**config.mk**
```make
export PLATFORM = sky130hd
export DESIGN_NAME = inst_encoder
export DESIGN_NICKNAME = d
export VERILOG_FILES = /design/src/rtl/inst_encoder.sv
export SDC_FILE = /design/constraint.sdc
export NUM_CORES = 1
export LEC_CHECK = 0
export BUFFER_PORTS_ARGS = -buffer_cell sky130_fd_sc_hd__buf_4
export CAP_MARGIN = 20
export CORE_UTILIZATION = 46
export CTS_BUF_LIST = sky130_fd_sc_hd__clkbuf_16
export CTS_CLUSTER_SIZE = 25
export DETAILED_ROUTE_END_ITERATION = 7
export GPL_TIMING_DRIVEN = 0
export PLACE_DENSITY = 0.77
export SYNTH_ARGS = -nofsm -noshare
export SYNTH_HDL_FRONTEND = slang
export SYNTH_SLANG_ARGS = --single-unit
```
**constraint.sdc**
```tcl
create_clock -name clk -period 2.5 [get_ports clk]
set_clock_uncertainty 0.1 [all_clocks]
set_input_delay 0 -clock clk [delete_from_list [all_inputs] [get_ports clk]]
set_output_delay 0 -clock clk [all_outputs]
set_load 0.05 [all_outputs]
```
**src/rtl/inst_encoder.sv**
```systemverilog
// inst_encoder: boot-time program writer. Accepts ADDI/ADD/SUB/END micro-op
// commands over a valid/ready handshake, encodes each into an RV32I word and
// writes it to consecutive instruction-memory word addresses starting at
// BASE_ADDR. A program ends with a NOP (addi x0,x0,0), written either for an
// END command or in place of a command that would take the last slot.
// Optional build macro: ENC_X0_FILTER_EN drops non-END commands with rd==x0.

// Runtime checks on the write port: the pending word is stable while the
// memory stalls, and nothing is written once the program is done.
module inst_encoder_chk (
   input logic        clk,
   input logic        rst,
   input logic        mem_wen,
   input logic        mem_ready,
   input logic [31:0] mem_waddr,
   input logic [31:0] mem_wdata,
   input logic        done
);

   a_stall_stable: assert property (@(posedge clk) disable iff (rst)
      (mem_wen && !mem_ready) |=> ($stable(mem_waddr) && $stable(mem_wdata)));

   a_done_quiet: assert property (@(posedge clk) disable iff (rst)
      done |-> !mem_wen);

endmodule

module inst_encoder #(
   parameter logic [31:0] BASE_ADDR = 32'h0000_0000,
   parameter int unsigned DEPTH     = 4096,
   parameter int unsigned CNT_W     = 16
) (
   input  logic             clk,
   input  logic             rst,
   input  logic             start_i,
   input  logic             cmd_valid_i,
   output logic             cmd_ready_o,
   input  logic [1:0]       cmd_op_i,
   input  logic [4:0]       cmd_rd_i,
   input  logic [4:0]       cmd_rs1_i,
   input  logic [4:0]       cmd_rs2_i,
   input  logic [11:0]      cmd_imm_i,
   output logic             mem_wen_o,
   output logic [31:0]      mem_waddr_o,
   output logic [31:0]      mem_wdata_o,
   input  logic             mem_ready_i,
   output logic [CNT_W-1:0] inst_cnt_o,
   output logic             busy_o,
   output logic             done_o,
   output logic             ovf_o
);

   typedef enum logic [1:0] {
      ST_LOAD  = 2'b00,
      ST_DRAIN = 2'b01,
      ST_DONE  = 2'b10
   } state_t;

   localparam logic [1:0]       OP_ADDI   = 2'b00;
   localparam logic [1:0]       OP_ADD    = 2'b01;
   localparam logic [1:0]       OP_SUB    = 2'b10;
   localparam logic [1:0]       OP_END    = 2'b11;
   localparam logic [31:0]      NOP_WORD  = 32'h0000_0013;
   localparam logic [31:0]      WORD_STEP = 32'h0000_0004;
   localparam logic [CNT_W-1:0] CNT_ZERO  = CNT_W'(0);
   localparam logic [CNT_W-1:0] CNT_ONE   = CNT_W'(1);
   // Slot index of the last word a program may occupy (reserved for the NOP).
   localparam logic [CNT_W-1:0] LAST_SLOT = CNT_W'(DEPTH - 1);

   // RV32I encoding of one micro-op; END maps to the canonical NOP.
   function automatic logic [31:0] encode_cmd(
      input logic [1:0]  op,
      input logic [4:0]  rd,
      input logic [4:0]  rs1,
      input logic [4:0]  rs2,
      input logic [11:0] imm
   );
      logic [31:0] word;
      case (op)
         OP_ADDI: word = {imm, rs1, 3'b000, rd, 7'b0010011};
         OP_ADD:  word = {7'b0000000, rs2, rs1, 3'b000, rd, 7'b0110011};
         OP_SUB:  word = {7'b0100000, rs2, rs1, 3'b000, rd, 7'b0110011};
         default: word = NOP_WORD;
      endcase
      return word;
   endfunction

   state_t           state_r;
   state_t           state_next_s;
   logic             wen_r;
   logic             wen_next_s;
   logic [31:0]      waddr_r;
   logic [31:0]      waddr_next_s;
   logic [31:0]      wdata_r;
   logic [31:0]      wdata_next_s;
   logic [CNT_W-1:0] cnt_r;
   logic [CNT_W-1:0] cnt_next_s;
   logic             ovf_r;
   logic             ovf_next_s;
   logic             done_r;
   logic             done_next_s;
   logic             busy_r;
   logic             busy_next_s;

   logic             ready_s;
   logic             accept_s;
   logic             write_done_s;
   logic             drop_s;
   logic [CNT_W-1:0] slot_s;

   // Commands that produce no write at all (x0 destinations when filtering).
`ifdef ENC_X0_FILTER_EN
   assign drop_s = (cmd_op_i != OP_END) && (cmd_rd_i == 5'd0);
`else
   assign drop_s = 1'b0;
`endif

   // A new command can be taken whenever the output register is free or is
   // being emptied this very cycle, which gives one word per cycle streaming.
   assign ready_s      = (state_r == ST_LOAD) && (!wen_r || mem_ready_i);
   assign accept_s     = cmd_valid_i && ready_s;
   assign write_done_s = wen_r && mem_ready_i;
   // Slot the accepted command would occupy: completed words plus the one
   // still sitting in the output register (which completes this cycle).
   assign slot_s       = wen_r ? (cnt_r + CNT_ONE) : cnt_r;

   // Next-state, output-register and counter logic for the LOAD/DRAIN/DONE flow.
   always_comb begin
      state_next_s = state_r;
      if (write_done_s) begin
         wen_next_s   = 1'b0;
         waddr_next_s = waddr_r + WORD_STEP;
         cnt_next_s   = cnt_r + CNT_ONE;
      end else begin
         wen_next_s   = wen_r;
         waddr_next_s = waddr_r;
         cnt_next_s   = cnt_r;
      end
      wdata_next_s = wdata_r;
      ovf_next_s   = ovf_r;

      case (state_r)
         ST_LOAD: begin
            if (accept_s) begin
               if (cmd_op_i == OP_END) begin
                  wen_next_s   = 1'b1;
                  wdata_next_s = NOP_WORD;
                  state_next_s = ST_DRAIN;
               end else if (drop_s) begin
                  state_next_s = ST_LOAD;
               end else if (slot_s == LAST_SLOT) begin
                  wen_next_s   = 1'b1;
                  wdata_next_s = NOP_WORD;
                  ovf_next_s   = 1'b1;
                  state_next_s = ST_DRAIN;
               end else begin
                  wen_next_s   = 1'b1;
                  wdata_next_s = encode_cmd(cmd_op_i, cmd_rd_i, cmd_rs1_i,
                                            cmd_rs2_i, cmd_imm_i);
               end
            end else begin
               state_next_s = ST_LOAD;
            end
         end
         ST_DRAIN: begin
            if (!wen_r || write_done_s) begin
               state_next_s = ST_DONE;
            end else begin
               state_next_s = ST_DRAIN;
            end
         end
         ST_DONE: begin
            if (start_i) begin
               state_next_s = ST_LOAD;
               wen_next_s   = 1'b0;
               waddr_next_s = BASE_ADDR;
               cnt_next_s   = CNT_ZERO;
               ovf_next_s   = 1'b0;
            end else begin
               state_next_s = ST_DONE;
            end
         end
         default: begin
            state_next_s = ST_LOAD;
            wen_next_s   = 1'b0;
         end
      endcase

      done_next_s = (state_next_s == ST_DONE);
      busy_next_s = (state_next_s != ST_DONE) && wen_next_s;
   end

   // State, output register and status flags, with synchronous reset.
   always_ff @(posedge clk) begin
      if (rst) begin
         state_r <= ST_LOAD;
         wen_r   <= 1'b0;
         waddr_r <= BASE_ADDR;
         wdata_r <= 32'h0000_0000;
         cnt_r   <= CNT_ZERO;
         ovf_r   <= 1'b0;
         done_r  <= 1'b0;
         busy_r  <= 1'b0;
      end else begin
         state_r <= state_next_s;
         wen_r   <= wen_next_s;
         waddr_r <= waddr_next_s;
         wdata_r <= wdata_next_s;
         cnt_r   <= cnt_next_s;
         ovf_r   <= ovf_next_s;
         done_r  <= done_next_s;
         busy_r  <= busy_next_s;
      end
   end

   assign cmd_ready_o = ready_s;
   assign mem_wen_o   = wen_r;
   assign mem_waddr_o = waddr_r;
   assign mem_wdata_o = wdata_r;
   assign inst_cnt_o  = cnt_r;
   assign ovf_o       = ovf_r;
   assign done_o      = done_r;
   assign busy_o      = busy_r;

   inst_encoder_chk u_chk (
      .clk       (clk),
      .rst       (rst),
      .mem_wen   (wen_r),
      .mem_ready (mem_ready_i),
      .mem_waddr (waddr_r),
      .mem_wdata (wdata_r),
      .done      (done_r)
   );

endmodule

```
==> results.json, run 1 <==
{
  "place_congestion": 0.876,
  "synth_area_per_cell_sq_um": 8.54,
  "cp-end-kind": "flip-flop",
  "tns_ns": 0,
  "dp_cells": 639,
  "wl_um": 9500,
  "tightest_slew_ns": 0.555,
  "drc": 0,
  "synth.distinct_cells": 47,
  "hold_ws_ns": 0.0366,
  "core.rowCount": 31,
  "cts-buffers-inserted": 9,
  "ys_seq_elements": 76,
  "netlist_top_cells_count": "dfxtp_1, nand2_1, nor2_1",
  "die-area_sq_um": 8230,
  "power_mw": 2.90,
  "ios": 119,
  "avgViaCountPerCell": 5.20,
  "cts_root_buf": "clkbuf_16",
  "clk_path_buf_depth": 2,
  "grt-ovfl-total": 0,
  "setup_viol": 0,
  "p_per_area_nw_per_um2": 551,
  "synth_flop_cell": "dfxtp_1",
  "hold_viol_final": 0,
  "synth.area.top_cells": "dfxtp_1, xor2_1, nand2_1",
  "vias": 3589,
  "slew_viol_final": 0,
  "async_flop_share_pct": 0,
  "htreeDepth": 3,
  "post-dp-hpwl_um": 6540,
  "area_growth_pct": 45.6,
  "wl_per_cell_um": 13.8,
  "grt_pass1_wl_um": 15800,
  "firstDrtPassIters": 4,
  "yosysSeqAreaShare_pct": 42.0,
  "timing.final.crit_share_pct": 94.7,
  "cts_sinks": 76,
  "finalNetCount": 626,
  "die-height_um": 90.7,
  "cp.required_ns": 2.60,
  "clock_latency_ns": 0.32,
  "drive_above_1_share_pct": 31.3,
  "path_clk_slew_ns": 0.06,
  "tritoncts": "done",
  "portBuffers": 109,
  "fmax_ghz": 0.423,
  "n_antenna_cell": 0,
  "post-route-util_pct": 70.8,
  "placed_cell_area_sq_um": 4610,
  "ant_nets": 0,
  "grt_start_max_net_pins": 13,
  "core_sq_um": 7450,
  "startpoint_type": "flip-flop",
  "drt_iter0_drc": 154,
  "antenna_found_initial": 0,
  "yosysMostFrequentCell": "dfxtp_1",
  "p_leak_nw": 2.19,
  "syn_area_sq_um": 3620,
  "path_max_fanout": 10,
  "path_class": "flip-flop to flip-flop",
  "initial_core_util_pct": 48.6,
  "yosys.area.top_type": "dfxtp_1",
  "stdcell_area_sq_um": 5270,
  "finalNonFillerCells": 690,
  "synth_warnings": 0,
  "finalWorstSetupSlack_ns": 0.134,
  "min_path_type": "primary input to flip-flop",
  "synthCells": 424,
  "place_ws_ns": -0.00999,
  "crit_arrival_ns": 2.47,
  "rsz0062_at_grt": "no",
  "grt_usage_pct": 23.5,
  "outcome": "finished clean",
  "drv_cap": 0,
  "synth_top_cell_area_share_pct": 42.0,
  "synth_edf_count": 0,
  "dieWidth_um": 90.7,
  "relSlewSlack_pct": 63.0,
  "final.min_clock_period_ns": 2.37,
  "ir_drop_mv": 0.336,
  "first_global_vias": 3346
}
-- cell usage in the layout, fill, tap and decap left out, types with 3 or more instances in the layout --
master,n
ha_1,5
conb_1,8
a22oi_1,6
o21ai_0,10
and4_1,3
nor2_1,51
o31ai_1,3
o21ai_2,18
nand2_1,61
xor2_1,28
clkbuf_16,9
dfxtp_2,10
dlygate4sd3_1,33
or3_1,12
nand4_1,16
nand3_1,26
clkbuf_1,13
a21oi_1,13
nor3_1,10
buf_4,122
dfxtp_1,65
xnor2_1,14
inv_1,5
nand2b_1,3
and3_1,3
-- critical path, cell delays in order, from the launching register on --
cell	delay, ns
dfxtp_2	0.42
nand4_2	0.23
nor4_2	0.37
mux2i_1	0.22
nand4_1	0.15
a221oi_4	0.43
buf_6	0.23
o31ai_2	0.09
-- final cells by class --
type                    instances  area (sq um)
fillers                       598          2170
repair buffers                144          1160
clock inverters                 7          58.8
inverters                       4          15.0
plain buffers                  29           166
multi-input cells             322          1980
well taps                      99           124
flip-flops and latches         76          1540
clock buffers                   9           225
-- logic make-up after synthesis --
family                     after synthesis  synth area share, %
buffers and inverters                   33                 5.01
AOI/OAI and AO/OA                       59                 12.4
DFF                                     76                 42.0
adders and majority gates                6                 2.07
other                                    1                0.104
and+or+nand+nor                        205                 27.7
muxes                                    2                0.587
xor gates and xnor gates                42                 10.2
-- power by group --
group,switching (mW),internal (mW),leakage [nW]
Clock,0.475,0.758,0.141
Sequential,0.0223,1.24,0.621
Combinational,0.253,0.159,1.43
Total,0.750,2.15,2.19
-- routing by layer --
| layer | vias up | global-route usage [%] | share of wire [%] |
|---|---|---|---|
| li1 | 1774 | - | - |
| met1 | 1697 | 28.8 | 43 |
| met2 | 112 | 41.4 | 50 |
| met3 | 6 | 4.12 | 6.2 |
| met4 | 0 | 7.39 | 0.62 |
| met5 | - | 0 | 0 |
-- registers in the layout, indices dropped and copies added, names as in the netlist --
name         count
mem_waddr_o     30
state_r          2
inst_cnt_o      16
mem_wdata_o     24
mem_wen_o        1
ovf_o            1
busy_o           1
done_o           1
-- what timing repair did --
action,CTS,global route
endpoints found under the setup margin,13,25
endpoints found under the hold margin,26,0
hold buffers,33,0
gates resized for setup,0,5
pin swaps,1,0
setup buffers,2,0
-- worst paths after layout --
| kind | startpoint | end | slack [ns] | cells after the start |
|---|---|---|---|---|
| worst min register to register | mem_wdata_o[23] | mem_wdata_o[23] | 0.36 | 2 |
| worst min-delay path | mem_ready_i | inst_cnt_o[1] | 0.04 | 4 |
| worst max-delay path | inst_cnt_o[3] | mem_wdata_o[24] | 0.13 | 7 |
| worst max register to register | inst_cnt_o[3] | mem_wdata_o[24] | 0.13 | 7 |
(Power assumes the default switching activity.)
==> run 2, diff against run 1 <==
- CELL_PAD_IN_SITES_DETAIL_PLACEMENT: default -> 0
- CELL_PAD_IN_SITES_GLOBAL_PLACEMENT: default -> 1
- CORE_UTILIZATION: 46 -> 33
- PLACE_DENSITY: 0.77 -> default
- PLACE_DENSITY_LB_ADDON: default -> 0.1
==> run 2 against run 1 <==
  * Largest power group is now clock
  * Sequential share of layout area shrank 0.22 points
  * Maximum frequency down 1.7%
  * Highest routed layer unchanged
  * Sequential cell count unchanged
  * Final cell count rose by 5.1%
  * Worst hold slack worse by 0.034 ns
  * Global-route usage is 6.5 points lower
  * Largest cell class unchanged
  * Combinational power is 2% lower
  * Clock power increased by 7%
  * Wire length up 2.7%
==> results.json, run 2 (synthesis gave the netlist of run 1 again) <==
{
  "outcome": "finished clean",
  "tns_ns": 0,
  "grt_pass1_wl_um": 15400,
  "grt_usage_pct": 17.0,
  "cp.required_ns": 2.61,
  "die-height_um": 107,
  "rsz0062_at_grt": "no",
  "hold_ws_ns": 0.00265,
  "reg2reg_slack_ns": 0.09,
  "dieWidth_um": 107,
  "vias": 3442,
  "clock_latency_ns": 0.33,
  "path_clk_slew_ns": 0.06,
  "grt-ovfl-total": 0,
  "met3_usage_pct": 3.34,
  "rr_startpoint": "inst_cnt_o[3]",
  "path_max_fanout": 10,
  "drive_above_1_share_pct": 31.9,
  "relSlewSlack_pct": 61.0,
  "wl_um": 9760,
  "ant_nets": 0,
  "reg2reg_to": "mem_wdata_o[23]",
  "cp-end-kind": "flip-flop",
  "core.rowCount": 37,
  "grt_start_max_net_pins": 15,
  "antenna_found_initial": 0,
  "cts-buffers-inserted": 9,
  "tightest_slew_ns": 0.586,
  "drv_cap": 0,
  "place_congestion": 0.805,
  "slew_viol_final": 0,
  "avgViaCountPerCell": 4.75,
  "path_class": "flip-flop to flip-flop",
  "power_mw": 2.97,
  "final_cell_mix": "buf_4, dfxtp_1, nand2_1, nor2_1, dlygate4sd3_1",
  "p_per_area_nw_per_um2": 558,
  "final_common_cell": "buf_4",
  "top_usage_layer": "met2",
  "core_sq_um": 10500,
  "setup_viol": 0,
  "wl_per_cell_um": 13.5,
  "gr-usage-met1_pct": 22.2,
  "final.min_clock_period_ns": 2.41,
  "first_global_vias": 3184,
  "cp_cell_sequence": "nand4_2 -> nor4_1 -> mux2i_1 -> nand4_1 -> a221oi_4 -> buf_6 -> o31ai_2",
  "cts_sinks": 76,
  "place_ws_ns": -0.0876,
  "cts_root_buf": "clkbuf_16",
  "startpoint_type": "flip-flop",
  "hold_start": "mem_ready_i",
  "regArea_sq_um": 1540,
  "cp_slowest_cell": "a221oi_4",
  "portBuffers": 109,
  "n_antenna_cell": 0,
  "ios": 119,
  "area_growth_pct": 46.8,
  "r2r_cells": 7,
  "clk_path_buf_depth": 2,
  "finalNetCount": 624,
  "drt_iter0_drc": 120,
  "dp_cells": 676,
  "cp_slowest_stage_delay_ns": 0.44,
  "grt_use_met2_pct": 27.6,
  "hold_end": "mem_wen_o",
  "nFillCells": 1017,
  "crit_arrival_ns": 2.52,
  "multi_input_area_sq_um": 1990,
  "drc": 0,
  "finalNonFillerCells": 725,
  "initial_core_util_pct": 34.6,
  "tritoncts": "done",
  "min_path_cells": 4,
  "htreeDepth": 3,
  "hold_viol_final": 0,
  "ir_drop_mv": 0.250,
  "finalWorstSetupSlack_ns": 0.0933,
  "post-dp-hpwl_um": 6950,
  "die-area_sq_um": 11400,
  "fmax_ghz": 0.416,
  "min_path_type": "primary input to flip-flop",
  "timing.final.crit_share_pct": 96.3,
  "largest_reg_flops": 30,
  "p_leak_nw": 2.19,
  "firstDrtPassIters": 4
}
## run 2: changes by cell type in the layout (fill, tap and decap cells not counted), sizes merged
| cell | before | now |
|---|---|---|
| clkinv | 4 | 3 |
| dlygate4sd3 | 33 | 31 |
| inv | 5 | 7 |
| clkinvlp | 1 | 0 |
## run 2: area by class of cell
class,count,area share [%]
multi-input combinational,322,37.4
tap,136,3.20
clock inverter,7,1.36
buffer,29,3.13
inverter,4,0.282
clock buffer,9,4.23
sequential,76,28.9
timing repair buffer,142,21.5
## run 2: how the worst max path moves through the flow
stage | from | to | slack [ns] | depth (start not counted)
after CTS | inst_cnt_o[1] | mem_wdata_o[23] | 0.02 | 8
after global routing | inst_cnt_o[3] | mem_wdata_o[23] | 0.0008 | 7
final | inst_cnt_o[3] | mem_wdata_o[23] | 0.09 | 7
after detailed placement | inst_cnt_o[1] | mem_wdata_o[23] | -0.09 | 8
after global placement | inst_cnt_o[1] | mem_wdata_o[24] | -0.07 | 8
after floorplan | inst_cnt_o[5] | mem_wdata_o[23] | 0.02 | 7
## run 2: what timing repair did
item,CTS,global route
endpoints found under the setup margin,20,25
hold buffers,31,0
endpoints found under the hold margin,27,0
gates resized for setup,2,4
gates cloned,0,0
pin swaps,1,1
setup buffers,2,0
## run 2: routing by layer
metal	vias up	share of wire, %
met5	-	0
met1	1570	48
met4	0	1.4
li1	1764	-
met3	12	5.7
met2	96	45
## run 2: per-stage QoR
stage          instance area, sq um  util, %
2_1_floorplan                  3670        -
3_3_place_gp                   4660     44.5
3_5_place_dp                   4660     44.5
4_1_cts                        5300     50.6
5_1_grt                        5320     50.8
6_report                       5320     50.8
## run 2: critical path: cells and delay by family, from the launching register on
| kind | cells | cell delay [ns] |
|---|---|---|
| buffers and inverters | 1 | 0.23 |
| flip-flops | 1 | 0.41 |
| AND/OR/NAND/NOR | 3 | 0.78 |
| AO/OA/AOI/OAI | 2 | 0.53 |
| multiplexers | 1 | 0.22 |
## run 2: report_power, final
| group | switching, mW | internal (mW) |
|---|---|---|
| Clock | 0.528 | 0.779 |
| Combinational | 0.248 | 0.157 |
| Sequential | 0.0221 | 1.24 |
| Total | 0.798 | 2.17 |
==> run 3, diff against run 2 <==
- CORE_UTILIZATION: 33 -> 27
==> run 3 against run 2 <==
  * Clock power down 4%
  * Critical path depth up 2
  * Combinational power up 1%
  * Die area up 22%
  * Total power down 1.2%
  * Final area up 1.7%
  * Sequential cell count unchanged
  * Critical path type unchanged
  * Maximum frequency up 4.3%
  * Global-route usage down 1.7 points
  * Non-clock buffer count up 1
  * Core utilization down 8.6 points
==> results.json, run 3 (synthesis gave the netlist of run 1 again) <==
{
  "worstSetupStartpoint": "inst_cnt_o[1]",
  "placed_cell_area_sq_um": 4700,
  "wl_um": 10300,
  "cts_sinks": 76,
  "finalNonFillerCells": 762,
  "post-dp-hpwl_um": 7330,
  "clock_latency_ns": 0.34,
  "crit_end": "mem_wdata_o[23]",
  "final_cell_mix": "buf_4, dfxtp_1, nand2_1, nor2_1, dlygate4sd3_1",
  "first_global_vias": 3301,
  "path_class": "flip-flop to flip-flop",
  "grt-ovfl-total": 0,
  "dp_cells": 712,
  "crit_arrival_ns": 2.43,
  "relSlewSlack_pct": 60.0,
  "ios": 119,
  "avgViaCountPerCell": 4.51,
  "power_mw": 2.93,
  "cts-buffers-inserted": 9,
  "dieWidth_um": 118,
  "portBuffers": 109,
  "tritoncts": "done",
  "cp_slowest_cell": "dfxtp_2",
  "tightest_slew_ns": 0.601,
  "r2r_cells": 9,
  "die-height_um": 118,
  "largest_reg_flops": 30,
  "rsz0062_at_grt": "no",
  "timing.final.crit_share_pct": 92.3,
  "hold_ws_ns": 0.0338,
  "die-area_sq_um": 13900,
  "place_congestion": 0.752,
  "firstDrtPassIters": 4,
  "crit_buf_inv": 2,
  "core_sq_um": 12800,
  "ant_nets": 0,
  "final_common_cell": "buf_4",
  "stdcell_area_sq_um": 5410,
  "fmax_ghz": 0.433,
  "antenna_found_initial": 0,
  "ir_drop_mv": 0.356,
  "clk_path_buf_depth": 2,
  "initial_core_util_pct": 28.2,
  "tns_ns": 0,
  "area_growth_pct": 49.4,
  "htreeDepth": 3,
  "n_antenna_cell": 0,
  "cp_cell_sequence": "ha_4 -> nand3_4 -> nor4_4 -> xnor2_1 -> nand4_1 -> a221oi_4 -> buf_12 -> buf_6 -> o31ai_2",
  "final.min_clock_period_ns": 2.31,
  "cp_slowest_stage_delay_ns": 0.43,
  "startpoint_type": "flip-flop",
  "p_leak_nw": 2.22,
  "reg2reg_slack_ns": 0.19,
  "nFillCells": 1339,
  "drive_above_1_share_pct": 32.0,
  "cp.required_ns": 2.62,
  "outcome": "finished clean",
  "slew_viol_final": 0,
  "path_clk_slew_ns": 0.06,
  "rr_startpoint": "inst_cnt_o[1]",
  "p_per_area_nw_per_um2": 542,
  "grt_use_met2_pct": 24.8,
  "drc": 0,
  "gr-usage-met1_pct": 19.0,
  "drv_cap": 0,
  "grt_start_max_net_pins": 13,
  "wl_per_cell_um": 13.5,
  "finalNetCount": 625,
  "min_path_type": "primary input to flip-flop",
  "cts_root_buf": "clkbuf_16",
  "grt_usage_pct": 15.3,
  "finalWorstSetupSlack_ns": 0.192,
  "hold_start": "mem_ready_i",
  "setup_viol": 0,
  "met3_usage_pct": 5.33,
  "grt_pass1_wl_um": 17000,
  "top_usage_layer": "met2",
  "drt_iter0_drc": 171,
  "path_max_fanout": 10,
  "hold_viol_final": 0,
  "cp-end-kind": "flip-flop",
  "critPathTopFamily": "simple AND/OR/NAND/NOR gates",
  "reg2reg_to": "mem_wdata_o[23]",
  "place_ws_ns": -0.0988,
  "vias": 3438,
  "cp.depth": 9,
  "post-route-util_pct": 42.2,
  "core.rowCount": 41
}
==> run 3: power by group <==
part / switching [mW] / internal [mW] / leakage, nW / total [mW]
combinational: 0.249 / 0.161 / 1.46 / 0.410
clock: 0.505 / 0.758 / 0.144 / 1.26
sequential: 0.0228 / 1.24 / 0.621 / 1.26
==> run 3: layer usage <==
layer  part of all wire [%]  vias up
li1                       -     1765
met1                     47     1581
met2                     47       83
met3                    5.6        9
met4                    1.1        0
met5                      0        -
==> run 3: worst min-delay path by stage <==
stage,endpoint,slack (ns),cells after the start
finish,inst_cnt_o[1],0.03,4
global route,busy_o,0.06,4
CTS,state_r[0],0.007,3
detailed placement,mem_wdata_o[19],0.18,3
global placement,mem_wdata_o[16],0.17,3
floorplan,mem_wdata_o[10],0.06,2
==> run 3: final cells by class <==
cell class	instances	area, sq um	share of cell area [%]
Timing Repair Buffer	144	1180	21.7
Clock inverter	7	57.6	1.06
Buffer	28	163	3.01
Multi-Input combinational cell	322	2020	37.3
Inverter	4	15.0	0.277
Clock buffer	9	225	4.16
Tap cell	172	215	3.98
Sequential cell	76	1540	28.4
==> run 3: what timing repair did <==
action / CTS / global route
buffers inserted: 2 / 0
setup endpoints to repair: 20 / 27
gates resized for setup: 1 / 10
hold endpoints to repair: 27 / 0
pin swaps: 1 / 1
hold buffers: 33 / 0
==> run 3: tightest hold or removal path: cells and delay by family <==
family / cells / cell delay, ns
compound gates: 1 / 0.06
buf+inv: 1 / 0.11
simple gates: 2 / 0.26
